File: src/rtl/instr_fetch_unit.sv
// Instruction fetch unit: owns the fetch pointer, issues in-order word fetches,
// pairs responses with their PC and buffers them for decode behind valid/ready.
module instr_fetch_unit #(
  parameter int              XLEN     = 32,
  parameter logic [XLEN-1:0] RESET_PC = '0,
  parameter int              DEPTH    = 2
) (
  input  logic            clk,
  input  logic            resetn,
  input  logic            redirect_valid,
  input  logic [XLEN-1:0] redirect_pc,
  output logic            imem_req_valid,
  input  logic            imem_req_ready,
  output logic [XLEN-1:0] imem_req_addr,
  input  logic            imem_rsp_valid,
  input  logic [31:0]     imem_rsp_data,
  output logic            inst_valid,
  input  logic            inst_ready,
  output logic [31:0]     inst_data,
  output logic [XLEN-1:0] inst_pc,
  output logic [XLEN-1:0] fetch_pc
);

  localparam int AW = $clog2(DEPTH);
  localparam int CW = $clog2(DEPTH + 1);
  localparam int OW = CW + 2;

  logic [XLEN-1:0] pend_mem      [DEPTH];
  logic [XLEN-1:0] fifo_pc_mem   [DEPTH];
  logic [31:0]     fifo_data_mem [DEPTH];

  logic [AW-1:0] pend_wr, pend_rd, fifo_wr, fifo_rd;
  logic [CW-1:0] fifo_count, outstanding, drop_count, drop_sum;
  logic [OW-1:0] occ;
  logic          req_fire, rsp_drop, rsp_take, inst_pop;

  // Every buffered, in-flight or to-be-dropped word holds one slot of the budget,
  // so a FIFO push can never find the FIFO full.
  assign occ            = OW'(fifo_count) + OW'(outstanding) + OW'(drop_count);
  assign imem_req_valid = resetn && !redirect_valid && (occ < OW'(DEPTH));
  assign imem_req_addr  = fetch_pc;
  assign req_fire       = imem_req_valid && imem_req_ready;

  assign rsp_drop = imem_rsp_valid && (drop_count != '0);
  assign rsp_take = imem_rsp_valid && !redirect_valid && (drop_count == '0) && (outstanding != '0);

  assign inst_valid = (fifo_count != '0);
  assign inst_data  = fifo_data_mem[fifo_rd];
  assign inst_pc    = fifo_pc_mem[fifo_rd];
  assign inst_pop   = inst_valid && inst_ready && !redirect_valid;

  assign drop_sum = drop_count + outstanding;

  always_ff @(posedge clk or negedge resetn) begin
    if (!resetn) begin
      fetch_pc    <= RESET_PC;
      pend_wr     <= '0;
      pend_rd     <= '0;
      fifo_wr     <= '0;
      fifo_rd     <= '0;
      fifo_count  <= '0;
      outstanding <= '0;
      drop_count  <= '0;
    end else if (redirect_valid) begin
      fetch_pc    <= {redirect_pc[XLEN-1:2], 2'b00};
      pend_wr     <= '0;
      pend_rd     <= '0;
      fifo_wr     <= '0;
      fifo_rd     <= '0;
      fifo_count  <= '0;
      outstanding <= '0;
      // A response landing in the redirect cycle retires one of the words now owed.
      drop_count  <= drop_sum - CW'(imem_rsp_valid && (drop_sum != '0));
    end else begin
      if (req_fire) begin
        fetch_pc <= fetch_pc + XLEN'(4);
        pend_wr  <= pend_wr + AW'(1);
      end
      if (rsp_take) begin
        pend_rd <= pend_rd + AW'(1);
        fifo_wr <= fifo_wr + AW'(1);
      end
      if (inst_pop) fifo_rd <= fifo_rd + AW'(1);
      outstanding <= outstanding + CW'(req_fire) - CW'(rsp_take);
      fifo_count  <= fifo_count + CW'(rsp_take) - CW'(inst_pop);
      if (rsp_drop) drop_count <= drop_count - CW'(1);
    end
  end

  always_ff @(posedge clk) begin
    if (req_fire) pend_mem[pend_wr] <= fetch_pc;
    if (rsp_take) begin
      fifo_pc_mem[fifo_wr]   <= pend_mem[pend_rd];
      fifo_data_mem[fifo_wr] <= imem_rsp_data;
    end
  end

endmodule
File: config.mk
export PLATFORM = sky130hd
export DESIGN_NAME = instr_fetch_unit
export DESIGN_NICKNAME = d
export VERILOG_FILES = /design/src/rtl/instr_fetch_unit.sv
export SDC_FILE = /design/constraint.sdc
export NUM_CORES = 1
export LEC_CHECK = 0
export CAP_MARGIN = 10
export CORE_ASPECT_RATIO = 1.5
export CORE_MARGIN = 2
export CORE_UTILIZATION = 55
export DETAILED_ROUTE_END_ITERATION = 10
export GPL_ROUTABILITY_DRIVEN = 0
export GPL_TIMING_DRIVEN = 0
export PLACE_DENSITY_LB_ADDON = 0.05
export SYNTH_ARGS = -nofsm -noshare
export SYNTH_HDL_FRONTEND = slang
export SYNTH_SLANG_ARGS = --single-unit
File: constraint.sdc
create_clock -name clk -period 12.3 [get_ports clk]
set_clock_uncertainty 0.05 [all_clocks]
set_input_delay 1.23 -clock clk [delete_from_list [all_inputs] [get_ports clk]]
set_output_delay 1.23 -clock clk [all_outputs]
set_load 0.01 [all_outputs]
==> metrics.md, run 1 <==
| Metric | Value |
|---|---|
| CTS H-tree depth | 1 |
| Layout Cells excl Fill | 1051 |
| Peak supply drop | 0.182 mV |
| Critical path arrival | 2.81 ns |
| Relative slew slack | 38.0% |
| Synth Flop Type | edfxtp_1 |
| Final period utilization | 33.3% |
| Worst hold stages | 0 |
| Yosys warnings | 0 |
| Die height | 164 microns |
| CTS Buf Count | 21 |
| Setup TNS | 0 ns |
| Cts repair resizes | 0 |
| Reg area | 0.00653 sq mm |
| Largest net degree at the start of global routing | 63 |
| Die Width | 111 microns |
| Reg clk slew, reported paths | 0.06 ns |
| Vias | 5860 |
| Asr flop ratio synth | 17.9% |
| Gr ovfl total | 0 |
| Area of the multi-input gates | 0.00249 sq mm |
| Wl on met1 | 7.48 mm |
| WS Path Type | flop to output pin |
| Initial DRT Pass Iterations | 5 |
| Sequential area share after synthesis | 69.4% |
| Maxcap violations | 0 |
| Hold Path Origin | fetch_pc[15] |
| Antenna viol nets, final | 0 |
| CTS tree | yes |
| Post-synthesis cell type count | 53 |
| Pre-CTS setup slack | 8.17 ns |
| Rows | 58 |
| Critical path startpoint category | flop |
| Ant diodes | 0 |
| Initial antenna violation count | 0 |
| I/O pin count | 200 |
| Top routing layer used | met4 |
| Worst-Skew Late Latency | 0.48 ns |
| Lkg Pwr | 4.37 nW |
| Min Tclk post-route | 4.09 ns |
| Met2 WL | 11.1 mm |
| Largest area contributor in the netlist | edfxtp_1 |
| Root buffer cell | clkbuf_16 |
| Core region area | 0.0168 sq mm |
| Post-CTS Setup Bufs | 0 |
| Clock sink count | 224 |
| Port-buffer cells | 191 |
| First-pass GRT wire length | 32.7 mm |
| Hold Violations, Final | 0 |
| Post-synth EDFFs | 184 |
| Drt first-iter violations | 420 |
| Pwr dens | 142 mW/mm^2 |
| Avg Vias per Cell | 5.58 |
| Clock Path Buffers | 3 |
| Critical path fanouts, max | 3 |
| RSZ-0062 raised after global routing | no |
| R2R Path Start | outstanding[1] |
| Avg WL per Cell | 19.5 microns |
| Area Overhead vs Synth | 31.4% |
| Pwr Total | 1.75 mW |
| Average size of a mapped cell | 15.6 sq um |
| WHS | 0.492 ns |
| Slew Viols, Final | 0 |
| Fin nets | 908 |
| Final Worst Setup Slack | 8.21 ns |
| Met3 routed WL | 1.44 mm |
| Most common cell in the netlist | edfxtp_1 |
| Commonest cells in the netlist | 184 x edfxtp_1, 92 x mux2_2, 40 x dfrtp_1 |
| Reg-to-reg endpoint | pend_mem[0][5] |
| R2r setup slk | 8.67 ns |
| Layout Utilization | 73.7% |
| DP HPWL | 14.2 mm |
| Crit end category | output pin |
| CTS hold repair buffers | 0 |
| Cell count after placement | 1014 |
| R2R depth | 10 |
| Ranking of synthesized cells by area | edfxtp_1 59%, mux2_2 11%, dfrtp_1 11%, buf_4 3.0%, nand2_1 1.4% |
| Worst Hold End | pend_mem[0][15] |
| Synth top area share | 58.8% |
| Synthesized instance count | 604 |
| Vias in the first global route | 6243 |
| FILL cells | 1128 |
| Outcome | complete, no violations |
| Post-route DRC | 0 |
| Worst EP required | 11.02 ns |
| Slew @ Worst Pin | 0.928 ns |
| Total GRT Usage | 22.8% |
| Share of layout cells above drive strength 1 | 21.5% |
| Starting Density | 56.1% |
| Total Routed Length | 20.5 mm |
| Post-synthesis register bit count | 224 |
| Post-layout instance area | 0.0124 sq mm |
| Area post-placement | 0.0117 sq mm |
| HP Class | flop to flop |
| Final setup violation count | 0 |
| Die area | 0.0182 sq mm |
| Synth Cell Area | 0.00940 sq mm |
| Max Freq | 244 MHz |
power by group:
| part | internal, mW | leakage [nW] | switching [mW] | total (mW) |
|---|---|---|---|---|
| registers | 0.857 | 2.16 | 0.0422 | 0.899 |
| logic | 0.131 | 1.89 | 0.101 | 0.232 |
| clock network | 0.361 | 0.326 | 0.258 | 0.619 |
| total | 1.35 | 4.37 | 0.401 | 1.75 |
worst max-delay path: stages (launching register included):
cell	delay [ns]
dfrtp_1	0.39
inv_1	0.10
fa_1	0.51
inv_1	0.05
ha_1	0.28
nor4b_1	0.29
and2_1	0.18
clkdlybuf4s50_1	0.53
routing by layer:
layer / vias to the layer above / track usage (%)
li1: 2682 / -
met1: 2899 / 27.3
met2: 246 / 42.0
met3: 33 / 4.02
met4: 0 / 7.44
met5: - / 0
cells by family after synthesis:
family                   Yosys count  share of synthesized area [%]
AO/OA/AOI/OAI                     61                           4.39
XOR/XNOR                          19                           1.77
adder cells (fa/ha/maj)           11                           1.54
buffers and inverters             72                           4.42
flip-flops                       224                           69.4
multiplexers                      94                           11.2
other                              1                         0.0399
AND/OR/NAND/NOR                  122                           7.17
sequential cells by signal, indices dropped and copies added (netlist names):
register	cells
fetch_pc	30
fifo_rd	1
fifo_count	2
fifo_pc_mem	60
fifo_data_mem	64
pend_wr	1
drop_count	2
fifo_wr	1
outstanding	2
pend_mem	60
pend_rd	1
worst max path at each step:
stage / from / to / slack, ns / cells past startpoint
3_3_place_gp: redirect_valid / fifo_pc_mem[0][17] / 5.26 / 5
5_1_grt: outstanding[1] / imem_req_valid / 8.02 / 7
4_1_cts: fifo_rd / inst_pc[22] / 8.18 / 4
6_report: outstanding[1] / imem_req_valid / 8.21 / 7
2_1_floorplan: redirect_valid / fifo_data_mem[0][0] / 7.52 / 4
3_5_place_dp: redirect_valid / pend_mem[0][18] / 8.17 / 7
cell type report:
class                      count  area share [%]
sequential                   224            52.8
multi-input combinational    313            20.2
timing repair buffer         195            16.1
clock buffer                  32            4.91
buffer                        59            2.97
tap                          210            2.13
clock inverter                 5           0.405
inverter                      13           0.395
layout by cell type (no fill, tap or decap), drive strengths merged, types with 3 or more instances in the layout:
cell           netlist  routed
xnor2               12      12
nand2               34      34
o21a                 3       3
inv                 13      13
conb                 1       6
nand4                8       8
clkinv               0       4
nor2                22      22
a221o                4       4
or2                  3       3
xor2                 7       7
o311ai               6       6
nor3                 3       3
ha                  10      10
mux2                92      92
buf                 44      49
nor2b                8       8
nand3b               4       4
edfxtp             184     184
nor4                 6       6
a22oi                5       5
dfrtp               40      40
o211ai               8       8
and3                 5       5
nand3               15      15
and2                 5       5
a41oi                4       4
o21ai               21      21
a21oi                5       5
clkbuf              15      47
clkdlybuf4s50        0     190
(Power assumes the default switching activity.)
==> run 2: changes to the inputs <==
--- a/config.mk
+++ b/config.mk
@@ -8,7 +8,7 @@
 export CAP_MARGIN = 10
 export CORE_ASPECT_RATIO = 1.5
 export CORE_MARGIN = 2
-export CORE_UTILIZATION = 55
+export CORE_UTILIZATION = 46
 export DETAILED_ROUTE_END_ITERATION = 10
 export GPL_ROUTABILITY_DRIVEN = 0
 export GPL_TIMING_DRIVEN = 0
==> constraint.sdc (replaced) <==
create_clock -name clk -period 3.3 [get_ports clk]
set_clock_uncertainty 0.05 [all_clocks]
set_input_delay 0.33 -clock clk [delete_from_list [all_inputs] [get_ports clk]]
set_output_delay 0.33 -clock clk [all_outputs]
set_load 0.01 [all_outputs]
==> metrics.md, run 2 (synthesized netlist as in run 1, its figures left out) <==
| Metric | Value |
|---|---|
| Min Tclk post-route | 3.16 ns |
| Die Width | 121 microns (was 111 microns) |
| Reg-to-reg endpoint | pend_mem[1][18] (was pend_mem[0][5]) |
| Initial antenna violation count | 0 (unchanged) |
| Antenna viol nets, final | 0 (unchanged) |
| Most frequent cells in the layout | 190 x clkdlybuf4s50_1, 184 x edfxtp_1, 92 x mux2_2 (unchanged) |
| Initial DRT Pass Iterations | 5 (unchanged) |
| Largest regs | fifo_data_mem x64, fifo_pc_mem x60, pend_mem x60 (unchanged) |
| Die height | 179 microns (was 164 microns) |
| I/O pin count | 200 (unchanged) |
| Drt first-iter violations | 438 (was 420) |
| Core region area | 0.0203 sq mm (was 0.0168 sq mm) |
| Post-route DRC | 0 (unchanged) |
| Post-CTS Setup Bufs | 0 (unchanged) |
| Gr ovfl total | 0 (unchanged) |
| First-pass GRT wire length | 32.3 mm (was 32.7 mm) |
| Critical path arrival | 3.24 ns (was 2.81 ns) |
| Clock Path Buffers | 3 (unchanged) |
| Maxcap violations | 0 (unchanged) |
| Rows | 64 (was 58) |
| Avg WL per Cell | 19.1 microns (was 19.5 microns) |
| Vias in the first global route | 5998 (was 6243) |
| Final period utilization | 95.8% |
| Largest net degree at the start of global routing | 62 (was 63) |
| Pwr Total | 6.61 mW (was 1.75 mW) |
| DP HPWL | 14.5 mm (was 14.2 mm) |
| Commonest non-fill, non-tap cell in the layout | clkdlybuf4s50_1 (unchanged) |
| Max Freq | 316 MHz |
| FILL cells | 1582 (was 1128) |
| Peak supply drop | 0.419 mV (was 0.182 mV) |
| Starting Density | 46.4% (was 56.1%) |
| Clock sink count | 224 (unchanged) |
| Avg Vias per Cell | 5.30 (was 5.58) |
| R2r setup slk | 0.14 ns (was 8.67 ns) |
| Slew @ Worst Pin | 0.848 ns (was 0.928 ns) |
| Root buffer cell | clkbuf_16 (unchanged) |
| Port-buffer cells | 191 (unchanged) |
| CTS tree | yes (unchanged) |
| Total Routed Length | 21.1 mm (was 20.5 mm) |
| Vias | 5865 (was 5860) |
| Share of layout cells above drive strength 1 | 22.2% (was 21.5%) |
| Area Overhead vs Synth | 32.8% (was 31.4%) |
| CTS Buf Count | 21 (unchanged) |
| Layout Utilization | 61.6% (was 73.7%) |
| Lkg Pwr | 4.40 nW (was 4.37 nW) |
| Critical path fanouts, max | 30 (was 3) |
| Outcome | complete, no violations (unchanged) |
| Fin nets | 909 (was 908) |
| R2R depth | 9 (was 10) |
| Hold Violations, Final | 0 (unchanged) |
| WS Path Type | flop to flop (was flop to output pin) |
| Largest reg by FF count | fifo_data_mem (unchanged) |
| Crit end category | flop (was output pin) |
| Critical path startpoint category | flop (unchanged) |
| R2R Path Start | outstanding[1] (unchanged) |
| CTS H-tree depth | 1 (unchanged) |
| Pwr dens | 530 mW/mm^2 (was 142 mW/mm^2) |
| Cell count after placement | 1068 (was 1014) |
| Reg clk slew, reported paths | 0.07 ns (was 0.06 ns) |
| HP Class | primary input to asynchronous set/reset pin (was flop to flop) |
| Final setup violation count | 0 (unchanged) |
| Layout Cells excl Fill | 1106 (was 1051) |
| Ant diodes | 0 (unchanged) |
| Worst-Skew Late Latency | 0.48 ns (about the same) |
| Slew Viols, Final | 0 (unchanged) |
| Max reg flops | 64 (unchanged) |
| Total GRT Usage | 19.4% (was 22.8%) |
| WHS | 0.145 ns (was 0.492 ns) |
| Worst EP required | 3.38 ns (was 11.02 ns) |
| Relative slew slack | 42.9% (was 38.0%) |
| Die area | 0.0216 sq mm (was 0.0182 sq mm) |
## run 2: where the power goes
| part | switching [mW] | internal, mW | total [mW] |
|---|---|---|---|
| Sequential | 0.158 | 3.19 | 3.35 |
| Clock | 0.992 | 1.40 | 2.39 |
| Combinational | 0.377 | 0.493 | 0.870 |
## run 2: per-layer routing
layer	share of wire (%)	up-vias	wire length (microns)	global-route usage [%]
li1	-	2688	-	-
met1	39	2915	8230	23.4
met2	53	232	11300	35.4
met3	5.4	30	1140	2.83
met4	2.1	0	443	6.88
met5	0	-	0	0
## run 2: through the flow
| step | worst slack, ns | TNS, ns | instance area, sq um |
|---|---|---|---|
| floorplan | 0.0665 | 0 | 9430 |
| global placement | -1.47 | -234.79 | 11700 |
| detailed placement | -0.414 | -16.36 | 11800 |
| CTS | 0.0121 | 0 | 12500 |
| global route | -0.00595 | -0.00595 | 12500 |
| finish | 0.138 | 0 | 12500 |
## run 2: worst max-delay path by stage
stage                   startpoint              end  slack (ns)  depth (start not counted)
floorplan           outstanding[1]  pend_mem[1][10]        0.07                          9
global placement            resetn  pend_mem[1][18]       -1.47                          5
detailed placement  outstanding[1]  pend_mem[0][18]       -0.41                         10
CTS                 outstanding[1]   outstanding[1]        0.01                         14
global route        outstanding[1]   outstanding[1]      -0.006                         14
finish              outstanding[1]  pend_mem[1][18]        0.14                          9
## run 2: cell type report
cell class | count | area (sq um) | share of cell area (%)
flip-flops and latches | 224 | 6530 | 52.3
well taps | 264 | 330 | 2.65
clock buffers | 27 | 578 | 4.63
repair buffers | 196 | 2000 | 16.1
inverters | 13 | 51.3 | 0.411
plain buffers | 58 | 368 | 2.95
multi-input cells | 314 | 2510 | 20.2
clock inverters | 10 | 106 | 0.852
## run 2: what timing repair did
item	in CTS	in global routing
pin swaps	1	0
cloned	1	0
endpoints found under the hold margin	40	0
hold buffers	1	0
gates resized for setup	3	4
endpoints found under the setup margin	63	32
## run 2: critical path, cell delays in order (launching register included)
cell and delay [ns]:
dfrtp_1 0.39, inv_1 0.10, fa_1 0.50, inv_1 0.04
ha_1 0.29, nor4b_2 0.25, and3_1 0.23, buf_6 0.16
buf_2 0.28, and2_4 0.49
